--- src/rtl/multicycle_controller_if.sv ---
// Control bus between the multicycle controller and the RV32I datapath.
// The mem_ready handshake signal exists only when MEM_READY_EN is defined.
// INSTRET_W must match the INSTRET_W of the attached controller.
interface multicycle_controller_if #(
  parameter int unsigned INSTRET_W = 32
) ();
  // Datapath to controller
  logic [6:0]           op;
  logic [2:0]           funct3;
  logic                 zero;
`ifdef MEM_READY_EN
  logic                 mem_ready;
`endif
  // Controller to datapath
  logic                 pc_write;
  logic                 adr_src;
  logic                 mem_write;
  logic                 ir_write;
  logic                 reg_write;
  logic [1:0]           result_src;
  logic [1:0]           alu_src_a;
  logic [1:0]           alu_src_b;
  logic [1:0]           alu_op;
  logic [2:0]           imm_src;
  logic                 illegal_op;
  logic [INSTRET_W-1:0] instret;

`ifdef MEM_READY_EN
  modport master (
    input  op, funct3, zero, mem_ready,
    output pc_write, adr_src, mem_write, ir_write, reg_write, result_src,
           alu_src_a, alu_src_b, alu_op, imm_src, illegal_op, instret
  );
  modport slave (
    output op, funct3, zero, mem_ready,
    input  pc_write, adr_src, mem_write, ir_write, reg_write, result_src,
           alu_src_a, alu_src_b, alu_op, imm_src, illegal_op, instret
  );
`else
  modport master (
    input  op, funct3, zero,
    output pc_write, adr_src, mem_write, ir_write, reg_write, result_src,
           alu_src_a, alu_src_b, alu_op, imm_src, illegal_op, instret
  );
  modport slave (
    output op, funct3, zero,
    input  pc_write, adr_src, mem_write, ir_write, reg_write, result_src,
           alu_src_a, alu_src_b, alu_op, imm_src, illegal_op, instret
  );
`endif
endinterface

--- src/rtl/multicycle_controller.sv ---
// Moore FSM sequencing the multicycle RV32I datapath, with an instructions-retired
// counter and unsupported-opcode flag.
// Optional feature: define MEM_READY_EN to add the mem_ready handshake; FETCH,
// MEMREAD and MEMWRITE then wait for mem_ready=1.
module multicycle_controller #(
  parameter int unsigned INSTRET_W = 32
) (
  input logic                    clk,
  input logic                    reset_n,
  multicycle_controller_if.master bus
);

  localparam logic [6:0] OpLoad   = 7'b0000011;
  localparam logic [6:0] OpStore  = 7'b0100011;
  localparam logic [6:0] OpRType  = 7'b0110011;
  localparam logic [6:0] OpIType  = 7'b0010011;
  localparam logic [6:0] OpBranch = 7'b1100011;
  localparam logic [6:0] OpJal    = 7'b1101111;

  localparam logic [2:0] F3Beq = 3'b000;
  localparam logic [2:0] F3Bne = 3'b001;

  typedef enum logic [3:0] {
    StFetch,
    StDecode,
    StMemAdr,
    StMemRead,
    StMemWb,
    StMemWrite,
    StExecR,
    StExecI,
    StAluWb,
    StJal,
    StBeq
  } state_e;

  state_e               state_q, state_d;
  logic [INSTRET_W-1:0] instret_q, instret_d;

  logic       mem_rdy;
  logic       retire;
  logic       pc_update;
  logic       branch;
  logic       taken;
  logic       ir_write;
  logic       reg_write;
  logic       mem_write;
  logic       adr_src;
  logic       illegal;
  logic [1:0] result_src;
  logic [1:0] alu_src_a;
  logic [1:0] alu_src_b;
  logic [1:0] alu_op;
  logic [2:0] imm_src;

`ifdef MEM_READY_EN
  assign mem_rdy = bus.mem_ready;
`else
  assign mem_rdy = 1'b1;
`endif

  // State and retired-instruction counter; reset aborts any instruction in flight.
  always_ff @(posedge clk) begin
    if (!reset_n) begin
      state_q   <= StFetch;
      instret_q <= '0;
    end else begin
      state_q   <= state_d;
      instret_q <= instret_d;
    end
  end

  // Next state and state-decoded control word.
  always_comb begin
    state_d    = state_q;
    retire     = 1'b0;
    pc_update  = 1'b0;
    branch     = 1'b0;
    taken      = 1'b0;
    ir_write   = 1'b0;
    reg_write  = 1'b0;
    mem_write  = 1'b0;
    adr_src    = 1'b0;
    illegal    = 1'b0;
    result_src = 2'b00;
    alu_src_a  = 2'b00;
    alu_src_b  = 2'b00;
    alu_op     = 2'b00;
    case (state_q)
      StFetch: begin
        alu_src_b  = 2'b10;
        result_src = 2'b10;
        // IR and PC load only in the cycle memory delivers the instruction
        ir_write   = mem_rdy;
        pc_update  = mem_rdy;
        if (mem_rdy) state_d = StDecode;
      end
      StDecode: begin
        alu_src_a = 2'b01;
        alu_src_b = 2'b01;
        case (bus.op)
          OpLoad, OpStore: state_d = StMemAdr;
          OpRType:         state_d = StExecR;
          OpIType:         state_d = StExecI;
          OpBranch:        state_d = StBeq;
          OpJal:           state_d = StJal;
          default: begin
            illegal = 1'b1;
            state_d = StFetch;
          end
        endcase
      end
      StMemAdr: begin
        alu_src_a = 2'b10;
        alu_src_b = 2'b01;
        state_d   = (bus.op == OpStore) ? StMemWrite : StMemRead;
      end
      StMemRead: begin
        adr_src = 1'b1;
        if (mem_rdy) state_d = StMemWb;
      end
      StMemWb: begin
        result_src = 2'b01;
        reg_write  = 1'b1;
        retire     = 1'b1;
        state_d    = StFetch;
      end
      StMemWrite: begin
        adr_src   = 1'b1;
        // Held high until the write is accepted
        mem_write = 1'b1;
        if (mem_rdy) begin
          retire  = 1'b1;
          state_d = StFetch;
        end
      end
      StExecR: begin
        alu_src_a = 2'b10;
        alu_op    = 2'b10;
        state_d   = StAluWb;
      end
      StExecI: begin
        alu_src_a = 2'b10;
        alu_src_b = 2'b01;
        alu_op    = 2'b10;
        state_d   = StAluWb;
      end
      StAluWb: begin
        reg_write = 1'b1;
        retire    = 1'b1;
        state_d   = StFetch;
      end
      StJal: begin
        alu_src_a = 2'b01;
        alu_src_b = 2'b10;
        pc_update = 1'b1;
        state_d   = StAluWb;
      end
      StBeq: begin
        alu_src_a = 2'b10;
        alu_op    = 2'b01;
        branch    = 1'b1;
        case (bus.funct3)
          F3Beq:   taken = bus.zero;
          F3Bne:   taken = ~bus.zero;
          default: illegal = 1'b1;
        endcase
        retire  = 1'b1;
        state_d = StFetch;
      end
      default: state_d = StFetch;
    endcase
  end

  // Immediate format follows the opcode directly, independent of state.
  always_comb begin
    imm_src = 3'b000;
    case (bus.op)
      OpStore:  imm_src = 3'b001;
      OpBranch: imm_src = 3'b010;
      OpJal:    imm_src = 3'b011;
      default:  imm_src = 3'b000;
    endcase
  end

  assign instret_d = instret_q + INSTRET_W'(retire);

  // Write enables are suppressed while reset is held; other outputs follow the state.
  assign bus.pc_write   = reset_n & (pc_update | (branch & taken));
  assign bus.ir_write   = reset_n & ir_write;
  assign bus.reg_write  = reset_n & reg_write;
  assign bus.mem_write  = reset_n & mem_write;
  assign bus.adr_src    = adr_src;
  assign bus.result_src = result_src;
  assign bus.alu_src_a  = alu_src_a;
  assign bus.alu_src_b  = alu_src_b;
  assign bus.alu_op     = alu_op;
  assign bus.imm_src    = imm_src;
  assign bus.illegal_op = illegal;
  assign bus.instret    = instret_q;

endmodule

--- src/flat_wrapper.sv ---
// flat-port wrapper written by rule: the top's interface ports become plain ports
module multicycle_controller_flat 
#(
  parameter int unsigned INSTRET_W = 32
)
  (clk, reset_n, bus_op, bus_funct3, bus_zero, bus_pc_write, bus_adr_src, bus_mem_write, bus_ir_write, bus_reg_write, bus_result_src, bus_alu_src_a, bus_alu_src_b, bus_alu_op, bus_imm_src, bus_illegal_op, bus_instret);
  multicycle_controller_if #(.INSTRET_W(INSTRET_W)) bus_i ();
  input logic clk;
  input logic reset_n;
  input wire logic [$bits(bus_i.op)-1:0] bus_op;
  input wire logic [$bits(bus_i.funct3)-1:0] bus_funct3;
  input wire logic [$bits(bus_i.zero)-1:0] bus_zero;
  output wire logic [$bits(bus_i.pc_write)-1:0] bus_pc_write;
  output wire logic [$bits(bus_i.adr_src)-1:0] bus_adr_src;
  output wire logic [$bits(bus_i.mem_write)-1:0] bus_mem_write;
  output wire logic [$bits(bus_i.ir_write)-1:0] bus_ir_write;
  output wire logic [$bits(bus_i.reg_write)-1:0] bus_reg_write;
  output wire logic [$bits(bus_i.result_src)-1:0] bus_result_src;
  output wire logic [$bits(bus_i.alu_src_a)-1:0] bus_alu_src_a;
  output wire logic [$bits(bus_i.alu_src_b)-1:0] bus_alu_src_b;
  output wire logic [$bits(bus_i.alu_op)-1:0] bus_alu_op;
  output wire logic [$bits(bus_i.imm_src)-1:0] bus_imm_src;
  output wire logic [$bits(bus_i.illegal_op)-1:0] bus_illegal_op;
  output wire logic [$bits(bus_i.instret)-1:0] bus_instret;
  assign bus_i.op = bus_op;
  assign bus_i.funct3 = bus_funct3;
  assign bus_i.zero = bus_zero;
  assign bus_pc_write = bus_i.pc_write;
  assign bus_adr_src = bus_i.adr_src;
  assign bus_mem_write = bus_i.mem_write;
  assign bus_ir_write = bus_i.ir_write;
  assign bus_reg_write = bus_i.reg_write;
  assign bus_result_src = bus_i.result_src;
  assign bus_alu_src_a = bus_i.alu_src_a;
  assign bus_alu_src_b = bus_i.alu_src_b;
  assign bus_alu_op = bus_i.alu_op;
  assign bus_imm_src = bus_i.imm_src;
  assign bus_illegal_op = bus_i.illegal_op;
  assign bus_instret = bus_i.instret;
  multicycle_controller #(.INSTRET_W(INSTRET_W)) u_core (.clk(clk), .reset_n(reset_n), .bus(bus_i));
endmodule
--- config.mk ---
export PLATFORM = sky130hd
export DESIGN_NAME = multicycle_controller_flat
export DESIGN_NICKNAME = d
export VERILOG_FILES = /design/src/rtl/multicycle_controller_if.sv /design/src/rtl/multicycle_controller.sv /design/src/flat_wrapper.sv
export SDC_FILE = /design/constraint.sdc
export NUM_CORES = 1
export LEC_CHECK = 0
export BUFFER_PORTS_ARGS = -buffer_cell sky130_fd_sc_hd__clkbuf_2
export CAP_MARGIN = 20
export CORE_MARGIN = 4
export CORE_UTILIZATION = 32
export CTS_CLUSTER_DIAMETER = 40
export DETAILED_ROUTE_END_ITERATION = 16
export PLACE_DENSITY = 0.64
export SETUP_SLACK_MARGIN = 0.4
export SLEW_MARGIN = 20
export SYNTH_ARGS = -nofsm -noshare
export SYNTH_HDL_FRONTEND = slang
export SYNTH_SLANG_ARGS = --single-unit
--- constraint.sdc ---
create_clock -name clk -period 4.7 [get_ports clk]
set_clock_uncertainty 0.15 [all_clocks]
set_input_delay 0 -clock clk [delete_from_list [all_inputs] [get_ports clk]]
set_output_delay 0 -clock clk [all_outputs]
set_load 0.05 [all_outputs]
==> metrics.md, run 1 <==
| Metric | Value |
|---|---|
| Warnings, synthesis | 0 |
| CTS clk-pin slew, worst paths | 70 ps |
| DPL Wire Length | 3530 microns |
| I/O Pins | 62 |
| Leakage power | 0.973 nW |
| Worst r2r path cells | 8 |
| Worst-margin pin slew | 992 ps |
| Share of total power in the clock network | 44.5% |
| Clock buffer depth | 2 |
| Period utilisation layout | 60.5% |
| Core Footprint | 0.00589 sq mm |
| Post-synth ARST share | 0% |
| Antenna diodes | 0 |
| Worst Setup SP | u_core.state_q[2]$_SDFF_PN0_ |
| Comb pwr share | 8.8% |
| Peak VDD IR | 0.167 mV |
| Final ANT Viol Nets | 0 |
| Internal | 0.000510 W |
| Pwr Density | 270 mW/mm^2 |
| Via density | 5.19 |
| Vias | 1916 |
| Met3 GRT Util | 4.32% |
| GP Congestion | 0.891 |
| Worst r2r src | u_core.state_q[2]$_SDFF_PN0_ |
| Status | complete, no violations |
| Layout Cells excl Fill | 369 |
| H-tree depth | 2 |
| Remaining Overflow, GRT | 0 |
| First-pass DRT Iterations | 4 |
| Largest net degree at the start of global routing | 33 |
| Period minus WS final | 2840 ps |
| Initial DRC count | 94 |
| Die W | 85.8 microns |
| Cell count after synthesis | 232 |
| Fin. max-slew vios | 0 |
| Layout cells sized above 1 | 26.2% |
| Worst endpoint required time | 4760 ps |
| Yosys reg bits | 36 |
| First-pass GRT wire length | 8290 microns |
| Hold Path Cell Cnt | 4 |
| Initial antenna violation count | 0 |
| Final setup fails | 0 |
| Root Driver | clkbuf_8 |
| Port Buffer Count | 60 |
| Cell total after placement | 355 |
| Nets | 309 |
| Sequential share of power | 46.6% |
| Post-DR wirelength/cell | 13.1 microns |
| Min-Delay Path Class | input port to register |
| Fmax achieved | 0.352 GHz |
| HP Start | bus_op[6] |
| Row Count | 28 |
| Sw frac | 22.9% |
| Post-synthesis sequential area ratio | 37.2% |
| Die footprint | 0.00736 sq mm |
| Setup_tns | 0 ps |
| Clock sinks | 36 |
| Post-synth EDFFs | 0 |
| Clock latency at the later pin of the worst-skew pair | 290 ps |
| Post-CTS Resized | 0 |
| Max cap viols | 0 |
| CP Launch Type | register |
| RSZ-0062 raised after global routing | no |
| Slew headroom | 33.8% |
| DIE HEIGHT | 85.8 microns |
| Synth Cell Area | 0.00194 sq mm |
| Worst EP arrival | 2910 ps |
| Area grow syn2layout | 26.7% |
| WS Path Type | register to register |
| CP max FO | 12 |
| GRT Total Usage | 13.7% |
| Routing usage on met2 | 21.3% |
| GR peak layer | met2 |
| Syn Nets | 248 |
| Endpoints failing hold | 0 |
| Switching power | 0.000152 W |
| CTS tree | yes |
| Detailed Route WL | 4850 microns |
| Hold Buf Count CTS | 6 |
| Util after Layout | 41.7% |
| Total setup buffers inserted after CTS | 0 |
| Primary FF master, synth | dfxtp_1 |
| Crit end category | register |
| DRC errors left | 0 |
| Initial Util | 32.9% |
| Cell variety after synth | 43 |
| Met1 usage | 17.6% |
| Vias in the first global route | 1770 |
| Syn avg cell area | 8.35 sq um |
| TritonCTS buffer count | 5 |
[layout by cell type, fill, tap and decap left out, drive strengths merged, types with 2 or more instances in the layout]
cell / instances
a21oi: 23
and2: 3
and3: 4
and4: 5
clkbuf: 67
dfxtp: 36
dlygate4sd3: 6
ha: 3
inv: 4
nand2: 17
nand2b: 5
nand3: 10
nand4: 10
nor2: 20
nor2b: 3
nor3: 6
nor4: 3
o21ai: 9
o22ai: 2
o31ai: 10
or3: 8
or4: 10
xnor2: 6
xor2: 12
[path summary, 6_finish.rpt]
kind                                  endpoint  slack [ps]
min reg2reg  u_core.bus.instret[31]$_SDFF_PN0_         320
max          u_core.bus.instret[26]$_SDFF_PN0_        1860
min               u_core.state_q[3]$_SDFF_PN0_           8
max reg2reg  u_core.bus.instret[26]$_SDFF_PN0_        1860
[cells by family after synthesis]
kind of cell    share of synthesized area [%]
mux                                     0.517
simple gates                             32.6
fa+ha+maj                                1.94
xor+xnor                                 8.14
other cells                             0.194
buf+inv                                  4.00
compound gates                           15.4
flops                                    37.2
[cell type report]
cell class | count | area, sq um
fillers | 591 | 3430
multi-input cells | 180 | 1140
flip-flops and latches | 36 | 721
repair buffers | 66 | 360
clock buffers | 7 | 96.3
well taps | 75 | 93.8
clock inverters | 1 | 30.0
inverters | 4 | 15.0
[critical path, cell delays in order, from the launching register on]
cell and delay (ps):
dfxtp_1 580, nand2b_1 190, o22ai_1 230, ha_1 210, ha_1 190, and4_1 360
nand3_2 190, or4_1 540, a21oi_1 150
[power groups by stage]
stage / combinational, W / clock, W / sequential [W]
floorplan: 0.0000413 / 0 / 0.000314
global placement: 0.0000558 / 0 / 0.000315
detailed placement: 0.0000555 / 0 / 0.000316
CTS: 0.0000586 / 0.000304 / 0.000309
global route: 0.0000634 / 0.000317 / 0.000309
finish: 0.0000584 / 0.000295 / 0.000309
[registers in the layout, indices dropped and copies added (netlist names)]
register / flops
u_core.state_q: 4
u_core.bus.instret: 32
[synth_stat cells, types with 4 or more instances]
library cell | n | area (sq um)
dfxtp_1 | 36 | 721
a21oi_1 | 23 | 115
nor2_1 | 20 | 75.1
nand2_1 | 17 | 63.8
xor2_1 | 12 | 105
o31ai_1 | 10 | 75.1
or4_1 | 10 | 75.1
nand3_1 | 9 | 45.0
o21ai_0 | 9 | 45.0
or3_1 | 8 | 50.1
nand4_1 | 7 | 43.8
clkbuf_1 | 6 | 22.5
nor3_1 | 6 | 30.0
xnor2_1 | 6 | 52.6
nand2b_1 | 5 | 31.3
and4_1 | 4 | 35.0
inv_1 | 4 | 15.0
[layer usage]
metal | vias up | wire length, microns
li1 | 971 | -
met1 | 884 | 2190
met2 | 53 | 2230
met3 | 8 | 342
met4 | 0 | 87
met5 | - | 0
[stage by stage]
step                setup slack (ps)  area (sq um)  hold WS (ps)  total power, W
floorplan                       1780          1940         -28.3        0.000355
global placement                1950          2270           154        0.000371
detailed placement              1880          2270           157        0.000371
CTS                             1850          2450          2.26        0.000671
global route                    1600          2450          58.0        0.000689
finish                          1860          2450          7.95        0.000662
(Power assumes the default switching activity.)
==> run 2: changes to the inputs <==
--- a/config.mk
+++ b/config.mk
@@ -11,7 +11,7 @@
 export CORE_UTILIZATION = 32
 export CTS_CLUSTER_DIAMETER = 40
 export DETAILED_ROUTE_END_ITERATION = 16
-export PLACE_DENSITY = 0.64
+export PLACE_DENSITY = 0.66
 export SETUP_SLACK_MARGIN = 0.4
 export SLEW_MARGIN = 20
 export SYNTH_ARGS = -nofsm -noshare
==> constraint.sdc (replaced) <==
create_clock -name clk -period 2.3 [get_ports clk]
set_clock_uncertainty 0.15 [all_clocks]
set_input_delay 0 -clock clk [delete_from_list [all_inputs] [get_ports clk]]
set_output_delay 0 -clock clk [all_outputs]
set_load 0.05 [all_outputs]
==> run 2 against run 1 <==
Against the previous run: utilization up 6.2 points; via count is 5.1% higher; first-iteration DRC count is 16% lower; wire length is 6.6% higher; clock power is 93% higher; worst hold slack gained 75 ps.
==> metrics.md, run 2 (synthesis gave the netlist of run 1 again) <==
| Metric | Value |
|---|---|
| Util after Layout | 47.9% (+6.2 points) |
| HP Start | bus_op[2] |
| DIE HEIGHT | 85.8 microns (unchanged) |
| Initial antenna violation count | 0 (unchanged) |
| First-pass GRT wire length | 8530 microns (+2.9%) |
| Fin Hold WS | 82.8 ps (+74.8 ps) |
| Layout cells sized above 1 | 46.3% (+20 points) |
| Final ANT Viol Nets | 0 (unchanged) |
| Routing usage on met2 | 23.4% (+2.1 points) |
| Switching power | 0.000342 W (+130%) |
| Initial DRC count | 79 (-16%) |
| Worst EP arrival | 2140 ps (-770 ps) |
| Clock buffer depth | 2 (unchanged) |
| Most common cell after layout, fill and taps aside | clkbuf_2 |
| Worst endpoint required time | 2370 ps (-2390 ps) |
| Worst flop-to-flop path endpoint | u_core.bus.instret[30]$_SDFF_PN0_ |
| Hold EP | u_core.state_q[1]$_SDFF_PN0_ |
| Hold Path Cell Cnt | 4 (unchanged) |
| Post-route cell area | 0.00282 sq mm (+15%) |
| Period minus WS final | 2070 ps (-769 ps) |
| GR peak layer | met2 |
| Share of total power in the clock network | 42.9% (-1.6 points) |
| Largest net degree at the start of global routing | 19 (-42%) |
| DPL Wire Length | 3680 microns (+4.3%) |
| Antenna diodes | 0 (unchanged) |
| Most frequent cells in the layout | 58 x clkbuf_2, 24 x dfxtp_2, 21 x a21oi_1 |
| Fmax achieved | 0.482 GHz (+37%) |
| Worst r2r src | u_core.state_q[0]$_SDFF_PN0_ |
| Final setup fails | 0 (unchanged) |
| Clock latency at the later pin of the worst-skew pair | 290 ps (about the same) |
| Die W | 85.8 microns (unchanged) |
| Met3 GRT Util | 4.32% (unchanged) |
| Leakage power | 1.11 nW (+14%) |
| RSZ-0062 raised after global routing | yes |
| Reg-to-reg setup timing slack | 230 ps (-1630 ps) |
| Period utilisation layout | 90.2% (+30 points) |
| Vias in the first global route | 1874 (+5.9%) |
| Nets | 330 (+6.8%) |
| Fin. max-slew vios | 0 (unchanged) |
| CTS tree | yes |
| Pwr Density | 472 mW/mm^2 (+75%) |
| Die footprint | 0.00736 sq mm (unchanged) |
| Pre-CTS setup slack | 13.1 ps (-1860 ps) |
| Port Buffer Count | 60 (unchanged) |
| Min-Delay Path Class | input port to register |
| Post-DR wirelength/cell | 13.2 microns (+0.83%) |
| WS Path Type | register to register |
| Status | complete, no violations |
| Met1 usage | 17.5% (-0.17 points) |
| Comb pwr share | 10.2% (+1.4 points) |
| Remaining Overflow, GRT | 0 (unchanged) |
| Vias | 2013 (+5.1%) |
| CP Launch Type | register |
| Clock sinks | 36 (unchanged) |
| First-pass DRT Iterations | 4 (unchanged) |
| Worst Setup SP | u_core.state_q[0]$_SDFF_PN0_ |
| Row Count | 28 (unchanged) |
| I/O Pins | 62 (unchanged) |
| Final WS setup | 226 ps (-1630 ps) |
| CTS clk-pin slew, worst paths | 70 ps (about the same) |
| Worst r2r path cells | 8 (unchanged) |
| Peak VDD IR | 0.270 mV (+62%) |
| Sw frac | 25.7% (+2.8 points) |
| Worst-margin pin slew | 705 ps (-287 ps) |
| Initial Util | 32.9% (unchanged) |
| Via density | 5.16 (-0.59%) |
| H-tree depth | 2 (unchanged) |
| Internal | 0.000988 W (+94%) |
| Sequential share of power | 46.9% (+0.3 points) |
| TritonCTS buffer count | 5 (unchanged) |
| GRT Total Usage | 14.2% (+0.52 points) |
| Detailed Route WL | 5160 microns (+6.6%) |
| Crit end category | register |
| Endpoints failing hold | 0 (unchanged) |
| Root Driver | clkbuf_8 |
| Setup_tns | 0 ps (unchanged) |
| Area grow syn2layout | 45.5% |
| DRC errors left | 0 (unchanged) |
| CP max FO | 7 (-5) |
| Max cap viols | 0 (unchanged) |
| GP Congestion | 0.763 (-14%) |
| Core Footprint | 0.00589 sq mm (unchanged) |
| DP Area | 0.00249 sq mm (+9.9%) |
| Max reg flops | 32 (unchanged) |
| Slew headroom | 53.0% (+19 points) |
[run 2: changes by cell type in the layout (fill, tap and decap cells not counted), sizes merged]
cell	change
buf	+21
clkinv	+1
clkinvlp	+1
clkbuf	-2
[run 2: worst max path at each step]
stage and endpoint:
6_report u_core.bus.instret[30]$_SDFF_PN0_, 5_1_grt u_core.bus.instret[26]$_SDFF_PN0_, 4_1_cts u_core.bus.instret[16]$_SDFF_PN0_, 3_5_place_dp u_core.bus.instret[28]$_SDFF_PN0_, 3_3_place_gp u_core.bus.instret[28]$_SDFF_PN0_, 2_1_floorplan u_core.bus.instret[30]$_SDFF_PN0_
[run 2: per-layer routing]
metal,part of all wire [%],up-vias
li1,-,1008
met1,45,944
met2,47,55
met4,1.5,0
met5,0,-
met3,6.1,6
[run 2: area by class of cell]
cell class	count	area, sq um
timing repair buffer	87	534
inverter	4	15.0
clock buffer	5	68.8
sequential	36	754
fill	581	3070
multi-input combinational	180	1310
tap	75	93.8
clock inverter	3	42.5
[run 2: worst max-delay path, stage by stage (launching register included)]
cell      delay [ps]
dfxtp_2          320
nand2b_4         150
o22ai_4          180
ha_4             170
ha_4             120
and4_4           240
nand3_4          100
or4_4            430
a21oi_1          140
[run 2: stage by stage]
step	cells	power [W]
2_1_floorplan	232	0.000731
3_3_place_gp	367	0.000766
3_5_place_dp	367	0.000766
4_1_cts	389	0.00134
5_1_grt	390	0.00137
6_report	390	0.00133
[run 2: what timing repair did]
action                                  4_1_cts  5_1_grt
endpoints found under the setup margin       23       24
resized for setup                             9       16
pin swaps                                     9        7
setup buffers                                 8        1
cloned                                        0        0
endpoints found under the hold margin         7        0
hold buffers                                  6        0
[run 2: power by group through the flow]
stage / clock (W) / combinational (W) / sequential, W
final: 0.000570 / 0.000135 / 0.000624
after global routing: 0.000601 / 0.000146 / 0.000625
after CTS: 0.000580 / 0.000133 / 0.000624
after detailed placement: 0 / 0.000126 / 0.000640
after global placement: 0 / 0.000126 / 0.000640
after floorplan: 0 / 0.0000899 / 0.000641
==> run 3: changes to the inputs <==
--- a/config.mk
+++ b/config.mk
@@ -5,13 +5,14 @@
 export SDC_FILE = /design/constraint.sdc
 export NUM_CORES = 1
 export LEC_CHECK = 0
+export ABC_AREA = 1
 export BUFFER_PORTS_ARGS = -buffer_cell sky130_fd_sc_hd__clkbuf_2
 export CAP_MARGIN = 20
 export CORE_MARGIN = 4
-export CORE_UTILIZATION = 32
+export CORE_UTILIZATION = 45
 export CTS_CLUSTER_DIAMETER = 40
 export DETAILED_ROUTE_END_ITERATION = 16
-export PLACE_DENSITY = 0.66
+export PLACE_DENSITY = 0.73
 export SETUP_SLACK_MARGIN = 0.4
 export SLEW_MARGIN = 20
 export SYNTH_ARGS = -nofsm -noshare
==> run 3 against run 2 <==
Against the previous run: non-clock buffer count is 9 lower; combinational power hardly changed; flip-flop and latch count stayed put; sequential share of layout area is 1.9 points lower; largest power group unchanged.
==> metrics.md, run 3 <==
| Metric | Value |
|---|---|
| Most frequent CP cell | nand2_2 |
| Final setup fails | 0 (unchanged) |
| Sw frac | 26.3% (+0.54 points) |
| Peak VDD IR | 0.331 mV (+22%) |
| GP Congestion | 0.885 (+16%) |
| Clock buffer depth | 2 (unchanged) |
| Port Buffer Count | 60 (unchanged) |
| Max reg flops | 32 (unchanged) |
| HP Start | bus_op[2] |
| Share of total power in the clock network | 38.1% (-4.8 points) |
| CTS clk-pin slew, worst paths | 70 ps (about the same) |
| Layout cells sized above 1 | 30.0% (-16 points) |
| Largest net degree at the start of global routing | 21 (+2) |
| Primary FF master, synth | dfxtp_1 |
| Top post-synthesis cells by area | dfxtp_1 33%, nand2_1 19%, nor2_1 13%, inv_1 7.8%, a21oi_1 5.3% |
| Setup_tns | 0 ps (unchanged) |
| Post-synth top area share | 33.3% (-3.9 points) |
| Final WS setup | 287 ps (+61.1 ps) |
| Period minus WS final | 2010 ps (-61.1 ps) |
| First-pass DRT Iterations | 4 (unchanged) |
| Post-DR wirelength/cell | 13.0 microns (-2.0%) |
| RSZ-0062 raised after global routing | yes |
| Most frequent cells in the layout | 101 x nand2_1, 65 x nor2_1, 58 x clkbuf_2 |
| Cell taking the most area after synthesis | dfxtp_1 |
| Vias in the first global route | 2459 (+31%) |
| Clock latency at the later pin of the worst-skew pair | 290 ps (about the same) |
| I/O Pins | 62 (unchanged) |
| Post-synthesis sequential area ratio | 33.3% (-3.9 points) |
| Via density | 5.08 (-1.6%) |
| Die W | 77.3 microns (-9.9%) |
| Vias | 2514 (+25%) |
| Post-synth EDFFs | 0 (unchanged) |
| DP Area | 0.00260 sq mm (+4.2%) |
| Tot Pwr | 0.00123 W (-7.4%) |
| Syn Nets | 377 (+52%) |
| Core Footprint | 0.00450 sq mm (-23%) |
| Pre-CTS setup slack | 102 ps (+89.0 ps) |
| Post-route cell area | 0.00294 sq mm (+4.2%) |
| Fmax achieved | 0.497 GHz (+3.0%) |
| Post-synth top cells | 107 x nand2_1, 75 x nor2_1, 45 x inv_1, 36 x dfxtp_1, 23 x a21oi_1 |
| CTS tree | yes |
| TritonCTS buffer count | 5 (unchanged) |
| Count leader, synth | nand2_1 |
| Sequential share of power | 50.9% (+4.0 points) |
| Max cap viols | 0 (unchanged) |
| Initial antenna violation count | 0 (unchanged) |
| Crit path cell chain | inv_2 > nand2_2 > inv_2 > o21ai_2 > nand3_4 > ha_4 > ha_4 > nand2_2 > nor2_4 > nand2_2 > nor2_2 > xnor2_1 > nor2_1 |
| Slowest cell delay on critical path | 330 ps (-100 ps) |
| Worst endpoint required time | 2330 ps (-40 ps) |
| Most common cell after layout, fill and taps aside | nand2_1 |
| Internal | 0.000908 W (-8.1%) |
| Crit end category | register |
| GRT Total Usage | 22.3% (+8.1 points) |
| Status | complete, no violations |
| Leakage power | 1.18 nW (+6.7%) |
| Remaining Overflow, GRT | 0 (unchanged) |
| Initial DRC count | 124 (+57%) |
| Row Count | 24 (-14%) |
| CP max FO | 5 (-2) |
| Clock sinks | 36 (unchanged) |
| Comb pwr share | 11.0% (+0.8 points) |
| Post-synth ARST share | 0% (unchanged) |
| Worst EP arrival | 2050 ps (-90 ps) |
| DRC errors left | 0 (unchanged) |
| CP Launch Type | register |
| Switching power | 0.000323 W (-5.5%) |
| Fin. max-slew vios | 0 (unchanged) |
| Yosys reg bits | 36 (unchanged) |
| Final ANT Viol Nets | 0 (unchanged) |
| Cell count after synthesis | 361 (+56%) |
| Warnings, synthesis | 0 (unchanged) |
| Endpoints failing hold | 0 (unchanged) |
| Min-Delay Path Class | input port to register |
| CP max-delay cell | dfxtp_2 |
| DPL Wire Length | 4710 microns (+28%) |
| Fin Hold WS | 14.8 ps (-68.0 ps) |
| Detailed Route WL | 6420 microns (+24%) |
| H-tree depth | 2 (unchanged) |
| First-pass GRT wire length | 10900 microns (+28%) |
| Period utilisation layout | 87.5% (-2.7 points) |
| Cell variety after synth | 27 (-37%) |
| Worst r2r src | u_core.state_q[3]$_SDFF_PN0_ |
| Initial Util | 48.0% (+15 points) |
| Syn avg cell area | 5.99 sq um (-28%) |
| Pwr Density | 419 mW/mm^2 (-11%) |
| Die footprint | 0.00598 sq mm (-19%) |
| WS Path Type | register to register |
| Worst Setup SP | u_core.state_q[3]$_SDFF_PN0_ |
| Synth Cell Area | 0.00216 sq mm (+12%) |
| Area grow syn2layout | 35.7% |
| Root Driver | clkbuf_8 |
| DIE HEIGHT | 77.3 microns (-9.9%) |
| Antenna diodes | 0 (unchanged) |
| Nets | 458 (+39%) |
## run 3: changes by cell type in the layout (fill, tap and decap cells not counted), sizes merged, moves of 5 or more
cell    delta
nand2     +94
nor2      +67
inv       +42
nand3     +12
or4       -10
o31ai      -9
xor2       -9
nand4      -8
or3        -8
buf        -7
and4       -5
nand2b     -5
## run 3: repair_timing
item | CTS | global route
hold buffers | 5 | 0
buffers inserted | 11 | 1
resized for setup | 25 | 13
setup endpoints to repair | 30 | 23
pin swaps | 9 | 3
hold endpoints to repair | 8 | 0
## run 3: routing by layer
layer | vias up | track usage [%] | part of all wire [%]
li1 | 1287 | - | -
met1 | 1137 | 29.0 | 45
met2 | 71 | 37.0 | 47
met3 | 19 | 3.70 | 5.4
met4 | 0 | 8.72 | 2.3
met5 | - | 0 | 0
## run 3: layout make-up
| cell class | count | area [sq um] |
|---|---|---|
| Sequential cell | 36 | 731 |
| Timing Repair Buffer | 78 | 457 |
| Tap cell | 52 | 65.1 |
| Inverter | 47 | 179 |
| Clock buffer | 8 | 90.1 |
| Fill cell | 416 | 1570 |
| Multi-Input combinational cell | 274 | 1420 |
## run 3: kinds of logic after synthesis
group	count (synthesis)	share of synthesized area, %
AND/OR/NAND/NOR	226	44.0
other	1	0.173
adder cells (fa/ha/maj)	3	1.74
AO/OA/AOI/OAI	38	9.31
XOR/XNOR	6	2.43
buffers and inverters	51	9.08
flip-flops	36	33.3
## run 3: power groups by stage
| stage | Sequential (W) | Clock, W | Combinational [W] |
|---|---|---|---|
| after floorplan | 0.000641 | 0 | 0.0000848 |
| after CTS | 0.000626 | 0.000476 | 0.000131 |
| final | 0.000627 | 0.000469 | 0.000136 |
| after detailed placement | 0.000641 | 0 | 0.000116 |
| after global routing | 0.000626 | 0.000499 | 0.000146 |
| after global placement | 0.000641 | 0 | 0.000114 |
## run 3: through the flow
stage / cells / utilization (%)
after floorplan: 361 / -
after global placement: 470 / 57.7
after detailed placement: 470 / 57.7
after CTS: 494 / 64.2
after global routing: 495 / 65.2
final: 495 / 65.2
## run 3: final timing paths
path / end / slack (ps) / depth (start not counted)
setup / recovery: u_core.bus.instret[16]$_SDFF_PN0_ / 290 / 13
hold / removal: u_core.state_q[0]$_SDFF_PN0_ / 10 / 7
setup reg to reg: u_core.bus.instret[16]$_SDFF_PN0_ / 290 / 13
hold reg to reg: u_core.bus.instret[31]$_SDFF_PN0_ / 330 / 2
## run 3: critical path, delay by kind of cell (launching register included)
family                     cells  cell delay, ps
and+or+nand+nor                7             580
buffers and inverters          2             110
AOI/OAI and AO/OA              1             200
xor gates and xnor gates       1             170
adders and majority gates      2             360
DFF                            1             330
